## src/rtl/br_scan_engine_if.sv

```systemverilog
// Bank-side bundle for br_scan_engine: start/mode control, bank read/write ports,
// and the dump/load valid-ready streams. master = engine, slave = surrounding logic.
interface br_scan_engine_if #(
   parameter int ADDR_W = 5,
   parameter int DATA_W = 32
);
   logic              start;
   logic              mode;
   logic              busy;
   logic              done;
   logic [ADDR_W-1:0] rd_reg;
   logic [DATA_W-1:0] rd_data;
   logic [ADDR_W-1:0] wr_reg;
   logic [DATA_W-1:0] wr_data;
   logic              reg_write;
   logic              out_valid;
   logic              out_ready;
   logic [DATA_W-1:0] out_data;
   logic [ADDR_W-1:0] out_idx;
   logic              in_valid;
   logic              in_ready;
   logic [DATA_W-1:0] in_data;

   modport master (
      input  start, mode, rd_data, out_ready, in_valid, in_data,
      output busy, done, rd_reg, wr_reg, wr_data, reg_write,
             out_valid, out_data, out_idx, in_ready
   );

   modport slave (
      output start, mode, rd_data, out_ready, in_valid, in_data,
      input  busy, done, rd_reg, wr_reg, wr_data, reg_write,
             out_valid, out_data, out_idx, in_ready
   );
endinterface

```

## src/rtl/br_scan_engine.sv

```systemverilog
// Full-bank dump/load sequencer for the 32x32 register bank.
// Optional build macro BR_SCAN_SKIP_R0_EN excludes register 0 from every transfer.
module br_scan_engine #(
   parameter int NUM_REGS = 32,
   parameter int ADDR_W   = 5,
   parameter int DATA_W   = 32
) (
   input  logic             clk,
   input  logic             rst,
   br_scan_engine_if.master bus
);
   typedef enum logic [1:0] {
      S_IDLE = 2'd0,
      S_DUMP = 2'd1,
      S_LOAD = 2'd2,
      S_DONE = 2'd3
   } state_t;

   localparam logic [ADDR_W-1:0] LAST = ADDR_W'(NUM_REGS - 1);
   localparam logic [ADDR_W-1:0] ONE  = ADDR_W'(1);
`ifdef BR_SCAN_SKIP_R0_EN
   localparam logic [ADDR_W-1:0] FIRST = ADDR_W'(1);
`else
   localparam logic [ADDR_W-1:0] FIRST = ADDR_W'(0);
`endif

   state_t            r_state;
   logic [ADDR_W-1:0] r_idx;
   logic              r_fetch_pending;
   logic              r_busy;
   logic              r_done;
   logic              r_out_valid;
   logic [DATA_W-1:0] r_out_data;
   logic [ADDR_W-1:0] r_out_idx;
   logic              r_in_ready;
   logic              r_reg_write;
   logic [ADDR_W-1:0] r_wr_reg;
   logic [DATA_W-1:0] r_wr_data;

   logic w_reload;
   logic w_accept;

   // A handshake without a reload can only be the final word: fetch_pending is already clear.
   assign w_reload = r_fetch_pending && (!r_out_valid || bus.out_ready);
   assign w_accept = bus.in_valid && r_in_ready;

   assign bus.rd_reg    = (r_state == S_DUMP) ? r_idx : {ADDR_W{1'b0}};
   assign bus.busy      = r_busy;
   assign bus.done      = r_done;
   assign bus.out_valid = r_out_valid;
   assign bus.out_data  = r_out_data;
   assign bus.out_idx   = r_out_idx;
   assign bus.in_ready  = r_in_ready;
   assign bus.reg_write = r_reg_write;
   assign bus.wr_reg    = r_wr_reg;
   assign bus.wr_data   = r_wr_data;

   // Transfer FSM with all outputs registered.
   always_ff @(posedge clk) begin
      if (rst) begin
         r_state         <= S_IDLE;
         r_idx           <= {ADDR_W{1'b0}};
         r_fetch_pending <= 1'b0;
         r_busy          <= 1'b0;
         r_done          <= 1'b0;
         r_out_valid     <= 1'b0;
         r_out_data      <= {DATA_W{1'b0}};
         r_out_idx       <= {ADDR_W{1'b0}};
         r_in_ready      <= 1'b0;
         r_reg_write     <= 1'b0;
         r_wr_reg        <= {ADDR_W{1'b0}};
         r_wr_data       <= {DATA_W{1'b0}};
      end else begin
         r_reg_write <= 1'b0;
         r_done      <= 1'b0;
         case (r_state)
            S_IDLE: begin
               if (bus.start) begin
                  r_idx  <= FIRST;
                  r_busy <= 1'b1;
                  if (bus.mode) begin
                     r_state    <= S_LOAD;
                     r_in_ready <= 1'b1;
                  end else begin
                     r_state         <= S_DUMP;
                     r_fetch_pending <= 1'b1;
                  end
               end
            end
            S_DUMP: begin
               if (w_reload) begin
                  r_out_data  <= bus.rd_data;
                  r_out_idx   <= r_idx;
                  r_out_valid <= 1'b1;
                  if (r_idx == LAST) begin
                     r_fetch_pending <= 1'b0;
                  end else begin
                     r_idx <= r_idx + ONE;
                  end
               end else if (r_out_valid && bus.out_ready) begin
                  r_out_valid <= 1'b0;
                  r_state     <= S_DONE;
                  r_done      <= 1'b1;
               end
            end
            S_LOAD: begin
               if (w_accept) begin
                  r_reg_write <= 1'b1;
                  r_wr_reg    <= r_idx;
                  r_wr_data   <= bus.in_data;
                  if (r_idx == LAST) begin
                     r_in_ready <= 1'b0;
                     r_state    <= S_DONE;
                     r_done     <= 1'b1;
                  end else begin
                     r_idx <= r_idx + ONE;
                  end
               end
            end
            S_DONE: begin
               r_state <= S_IDLE;
               r_busy  <= 1'b0;
            end
            default: begin
               r_state <= S_IDLE;
               r_busy  <= 1'b0;
            end
         endcase
      end
   end
endmodule

```

## src/flat_wrapper.sv

```systemverilog
// flat-port wrapper written by rule: the top's interface ports become plain ports
module br_scan_engine_flat 
#(
   parameter int NUM_REGS = 32,
   parameter int ADDR_W   = 5,
   parameter int DATA_W   = 32
)
  (clk, rst, bus_start, bus_mode, bus_rd_data, bus_out_ready, bus_in_valid, bus_in_data, bus_busy, bus_done, bus_rd_reg, bus_wr_reg, bus_wr_data, bus_reg_write, bus_out_valid, bus_out_data, bus_out_idx, bus_in_ready);
  br_scan_engine_if #(.ADDR_W(ADDR_W), .DATA_W(DATA_W)) bus_i ();
  input  logic clk;
  input  logic rst;
  input wire logic [$bits(bus_i.start)-1:0] bus_start;
  input wire logic [$bits(bus_i.mode)-1:0] bus_mode;
  input wire logic [$bits(bus_i.rd_data)-1:0] bus_rd_data;
  input wire logic [$bits(bus_i.out_ready)-1:0] bus_out_ready;
  input wire logic [$bits(bus_i.in_valid)-1:0] bus_in_valid;
  input wire logic [$bits(bus_i.in_data)-1:0] bus_in_data;
  output wire logic [$bits(bus_i.busy)-1:0] bus_busy;
  output wire logic [$bits(bus_i.done)-1:0] bus_done;
  output wire logic [$bits(bus_i.rd_reg)-1:0] bus_rd_reg;
  output wire logic [$bits(bus_i.wr_reg)-1:0] bus_wr_reg;
  output wire logic [$bits(bus_i.wr_data)-1:0] bus_wr_data;
  output wire logic [$bits(bus_i.reg_write)-1:0] bus_reg_write;
  output wire logic [$bits(bus_i.out_valid)-1:0] bus_out_valid;
  output wire logic [$bits(bus_i.out_data)-1:0] bus_out_data;
  output wire logic [$bits(bus_i.out_idx)-1:0] bus_out_idx;
  output wire logic [$bits(bus_i.in_ready)-1:0] bus_in_ready;
  assign bus_i.start = bus_start;
  assign bus_i.mode = bus_mode;
  assign bus_i.rd_data = bus_rd_data;
  assign bus_i.out_ready = bus_out_ready;
  assign bus_i.in_valid = bus_in_valid;
  assign bus_i.in_data = bus_in_data;
  assign bus_busy = bus_i.busy;
  assign bus_done = bus_i.done;
  assign bus_rd_reg = bus_i.rd_reg;
  assign bus_wr_reg = bus_i.wr_reg;
  assign bus_wr_data = bus_i.wr_data;
  assign bus_reg_write = bus_i.reg_write;
  assign bus_out_valid = bus_i.out_valid;
  assign bus_out_data = bus_i.out_data;
  assign bus_out_idx = bus_i.out_idx;
  assign bus_in_ready = bus_i.in_ready;
  br_scan_engine #(.NUM_REGS(NUM_REGS), .ADDR_W(ADDR_W), .DATA_W(DATA_W)) u_core (.clk(clk), .rst(rst), .bus(bus_i));
endmodule
```

## config.mk

```make
export PLATFORM = sky130hd
export DESIGN_NAME = br_scan_engine_flat
export DESIGN_NICKNAME = d
export VERILOG_FILES = /design/src/rtl/br_scan_engine_if.sv /design/src/rtl/br_scan_engine.sv /design/src/flat_wrapper.sv
export SDC_FILE = /design/constraint.sdc
export NUM_CORES = 1
export LEC_CHECK = 0
export CAP_MARGIN = 40
export CORE_MARGIN = 2
export CORE_UTILIZATION = 44
export CTS_CLUSTER_SIZE = 8
export DETAILED_ROUTE_END_ITERATION = 6
export PLACE_DENSITY = 0.94
export SETUP_SLACK_MARGIN = 0.15
export SLEW_MARGIN = 20
export SYNTH_ARGS = -nofsm -noshare
export SYNTH_HDL_FRONTEND = slang
export SYNTH_SLANG_ARGS = --single-unit
```

## constraint.sdc

```tcl
create_clock -name clk -period 4.1 [get_ports clk]
set_input_delay 0.82 -clock clk [delete_from_list [all_inputs] [get_ports clk]]
set_output_delay 0.82 -clock clk [all_outputs]
set_load 0.05 [all_outputs]
```

# Word-level counts from Yosys, hierarchy flattened
# Cells that the tools add are included.
[word_totals]
regBits = 87
in_bits = 70
output_inout_bits = 84
wordCells = 79
[classes]
add_sub_neg = 1
eq_ne = 13
muxes = 32
bitwise_logic = 1
n_reduce_logical = 20
[op_table]
columns = ["cell", "n"]
rows = [
  ["$mux 5", 5],
  ["$mux 1", 15],
  ["$pmux 5 s3", 1],
  ["$reduce_and 5->1", 3],
  ["$mux 2", 6],
  ["$ne 2x2->1 const B", 6],
  ["$pmux 1 s2", 4],
  ["$pmux 2 s4", 1],
  ["$reduce_and 2->1", 4],
  ["$reduce_bool 2->1", 4],
  ["$ne 2x1->1 const B", 3],
  ["$add 5x1->5 const B", 1],
  ["$eq 5x5->1 const B", 1],
  ["$eq 2x2->1 const B", 2],
  ["$reduce_and 4->1", 1],
  ["$logic_and 1x1->1", 3],
  ["$reduce_bool 3->1", 1],
  ["$eq 2x1->1 const B", 1],
  ["$logic_not 2->1", 1],
  ["$reduce_or 2->1", 1],
  ["$logic_not 1->1", 1],
  ["$logic_or 1x1->1", 1],
  ["$not 1->1", 1],
]

# Logic depth before layout (Yosys ltp)
[logic_depth]
word_depth = 5
depth_mapped = 8

# Worst setup path after synthesis
# Ideal clock, no wire load.
[synth_path]
path_kind = "flip-flop to flip-flop"
startpoint = "register u_core.r_idx[0]"
endpoint = "register u_core.r_idx[2]"
arrival_time_ns = 1.923
slack_ns = 2.107
path_stages_with_launch = 7
n_path_buf = 0
path_cell_list = "dfxtp_1 > ha_1 > and3_1 > ha_1 > a221o_1 > or4_1 > a21oi_1"
[synth_via]
elab_chain_cells = 4
[synth_lines]
columns = ["item", "line_no", "source"]
rows = [
  ["from (decl)", "br_scan_engine.sv:28", "logic [ADDR_W-1:0] r_idx;"],
  ["from (signal assigned)", "br_scan_engine.sv:62", "r_idx <= {ADDR_W{1'b0}};"],
  ["from (signal assigned)", "br_scan_engine.sv:98", "r_idx <= r_idx + ONE;"],
  ["from (signal assigned)", "br_scan_engine.sv:116", "r_idx <= r_idx + ONE;"],
  ["$add 5x1->5 / $eq 5x5->1 (equally long branches)", "n/a", ""],
  ["$mux 5 (*)", "br_scan_engine.sv:95, br_scan_engine.sv:111", ""],
  ["$mux 5 (on tied branches)", "br_scan_engine.sv:107, br_scan_engine.sv:91", ""],
  ["$pmux 5 s3 (*)", "br_scan_engine.sv:76", "case (r_state)"],
]
# Mark *: on every way between the ends. The rest lies on a longest branch, timed or not. The select of a mux whose other input is x is not followed.
# A chain may end at the register's enable or synchronous reset.

# Worst setup path in the final report
[layout_path]
startpoint = "register u_core.r_state[1]"
endpoint = "output bus_rd_reg[3]"
[layout_via]
elab_chain_cells = 2
[layout_lines]
columns = ["item", "line_no", "source"]
rows = [
  ["from (decl)", "br_scan_engine.sv:27", "state_t r_state;"],
  ["from (signal assigned)", "br_scan_engine.sv:61", "r_state <= S_IDLE;"],
  ["from (signal assigned)", "br_scan_engine.sv:82", "r_state <= S_LOAD;"],
  ["from (signal assigned)", "br_scan_engine.sv:85", "r_state <= S_DUMP;"],
  ["$eq 2x1->1", "br_scan_engine.sv:47", "assign bus.rd_reg = (r_state == S_DUMP) ? r_idx : {ADDR_W{1'b0}};"],
  ["$mux 5", "br_scan_engine.sv:47", ""],
  ["to (decl)", "flat_wrapper.sv:20", "output wire logic [$bits(bus_i.rd_reg)-1:0] bus_rd_reg;"],
]
# No other way between the ends.

==> flow_metrics.tcl <==
set metrics [dict create \
    grt_setup_unrepaired "false" \
    finalWorstPathRequiredPeriod_ps 2910 \
    hold_path.class "reg2reg" \
    worstMarginPinSlew_ps 720 \
    gr-usage-all-layers_pct 21.7 \
    die_width_um 90.2 \
    synth_most_common_cell "nand2_1" \
    route.antenna.remaining_nets 0 \
    crit_path_end_kind "output port" \
    die-area_um2 8140 \
    netlist.area_leader.share_pct 53.3 \
    post_synth_inst_count 416 \
    n_diodes 0 \
    net_count_final 634 \
    final.setup_skew_ps 15.3 \
    yosys.area.top_type "dfxtp_1" \
    core-area_um2 7210 \
    area_delta_synth_final_pct 55.2 \
    cts_setup_buffers 0 \
    initial_core_util_pct 45.3 \
    required_ps 3280 \
    route.vias.total 3361 \
    drt_pre_antenna_iters 5 \
    num_io_pins 154 \
    layout_worst_path_cycle_share_pct 70.9 \
    async_reset_ff_share_pct 0 \
    post-route-cell-area_um2 5080 \
    htree_levels 3 \
    mappedNetlistArea_um2 3270 \
    crit_arrival_ps 2090 \
    dominantRegCellSynth "dfxtp_1" \
    number_of_antenna_violations_at_the_first_check_in_global_routing 0 \
    placementRows 31 \
    ys_top_cells_by_area "dfxtp_1, nand2_1, a21oi_1, ha_1, clkbuf_1" \
    cts_tree "built" \
    finalHoldViolations 0 \
    grt_first_pass_wirelength_um 14800 \
    netlist_top_cells_count "nand2_1, dfxtp_1, a21oi_1" \
    grt_start_max_net_pins 57 \
    worstSkewPairLatency_ps 340 \
    cp-start-kind "flip-flop" \
    final_slew_viol_count 0 \
    holdBufCountCts 0 \
    synth_edf_count 0 \
    power.static_leakage_uw 0.00173 \
    outcome "finished clean" \
    grt_remaining_overflow 0 \
    setup_viol_count_final 0 \
    die_h_um 90.2 \
    ctsResizeCount 0 \
    synthesis.nets 492 \
    cts_root_buf "clkbuf_8" \
    avgRoutedWirePerCell_um 13.6 \
    iteration_0_drc_markers 255 \
    worst_slew_margin_rel_pct 52.0 \
    seq_area_frac_synth_pct 53.3 \
    max_freq_mhz 344 \
    yosysWarningCount 0 \
    worstPathMaxFanout 9 \
    globalplace.congestion 0.801 \
    cts.sinks 87 \
    critical_path_class "reg2out" \
    first_global_vias 3277 \
    power_density_nw_per_um2 453 \
    totalWireLength_um 9000 \
    worst_setup_hold_path_clk_slew_ps 80 \
    mean_post_synth_cell_area_um2 7.86 \
    drc 0 \
    dpl_cell_area_um2 4850 \
    ys_ff_latch 87 \
    buffer_levels_on_the_longest_clock_path 2 \
    synth.lib_cells_used.distinct 32 \
    setup_tns_ps 0 \
    max-cap-violations 0 \
    layout-drive-gt1-share_pct 4.44 \
    post_drt_via_cell_ratio 5.08 \
    place.port_buffers 153 \
    dp.final_hpwl_um 6540 \
    cts_inserted_buffers 9 \
    worst_ir_drop_vdd_mv 0.287 \
]
routing by layer:
metal	vias to the layer above	part of all wire, %	track usage (%)
li1	1654	-	-
met1	1556	41	24.7
met2	137	51	39.6
met3	14	6.6	5.11
met4	0	1.6	7.69
met5	-	0	0
power by group:
part,switching [µW],internal [µW]
Sequential,52.3,905
Clock,292,360
Combinational,437,255
Total,781,1520
kinds of logic after synthesis:
| kind of cell | Yosys count | synth area share (%) |
|---|---|---|
| AO/OA/AOI/OAI | 103 | 17.0 |
| adder cells (fa/ha/maj) | 6 | 2.30 |
| AND/OR/NAND/NOR | 188 | 23.3 |
| buffers and inverters | 31 | 3.79 |
| multiplexers | 1 | 0.306 |
| flip-flops | 87 | 53.3 |
worst paths after layout:
kind              slack, ps              startpoint  cells past startpoint                endpoint
setup / recovery       1190       u_core.r_state[1]                      4           bus_rd_reg[3]
setup reg to reg       1890         u_core.r_idx[0]                      6         u_core.r_idx[2]
hold reg to reg         460  u_core.bus.out_data[5]                      2  u_core.bus.out_data[5]
hold / removal          460  u_core.bus.out_data[5]                      2  u_core.bus.out_data[5]
placed cells by master (no fill, tap or decap), types with 2 or more instances in the layout:
master,instances
nand4_1,3
o21ai_0,7
nor2_1,8
clkdlybuf4s50_1,152
nand3_1,3
o31ai_1,2
inv_1,5
clkbuf_8,10
and2_1,6
buf_4,3
dfxtp_1,87
or4_1,2
nand2_1,157
ha_1,6
nand2b_1,2
bufinv_16,2
a21oi_1,84
a221oi_1,2
a211oi_1,2
final cells by class:
| type | instances | area [µm²] |
|---|---|---|
| clock buffers | 11 | 141 |
| repair buffers | 157 | 1560 |
| inverters | 5 | 18.8 |
| fillers | 587 | 2140 |
| clock inverters | 5 | 81.3 |
| well taps | 99 | 124 |
| flip-flops and latches | 87 | 1740 |
| multi-input cells | 298 | 1410 |
critical path, stage by stage, from the launching register on:
cell and delay (ps):
dfxtp_1 340, inv_1 90, ha_1 330, and2_1 180, clkdlybuf4s50_1 810
through the flow:
stage | total power, µW | hold slack, ps | utilization (%) | cells | setup slack [ps]
3_5_place_dp | 1660 | 447 | 67.3 | 646 | 1380
3_3_place_gp | 1620 | 441 | 67.1 | 645 | 1520
5_1_grt | 2410 | 472 | 70.4 | 662 | 1110
2_1_floorplan | 1420 | 467 | - | 416 | 2110
4_1_cts | 2310 | 458 | 70.4 | 662 | 1190
6_report | 2300 | 456 | 70.4 | 662 | 1190
(Power assumes the default switching activity.)
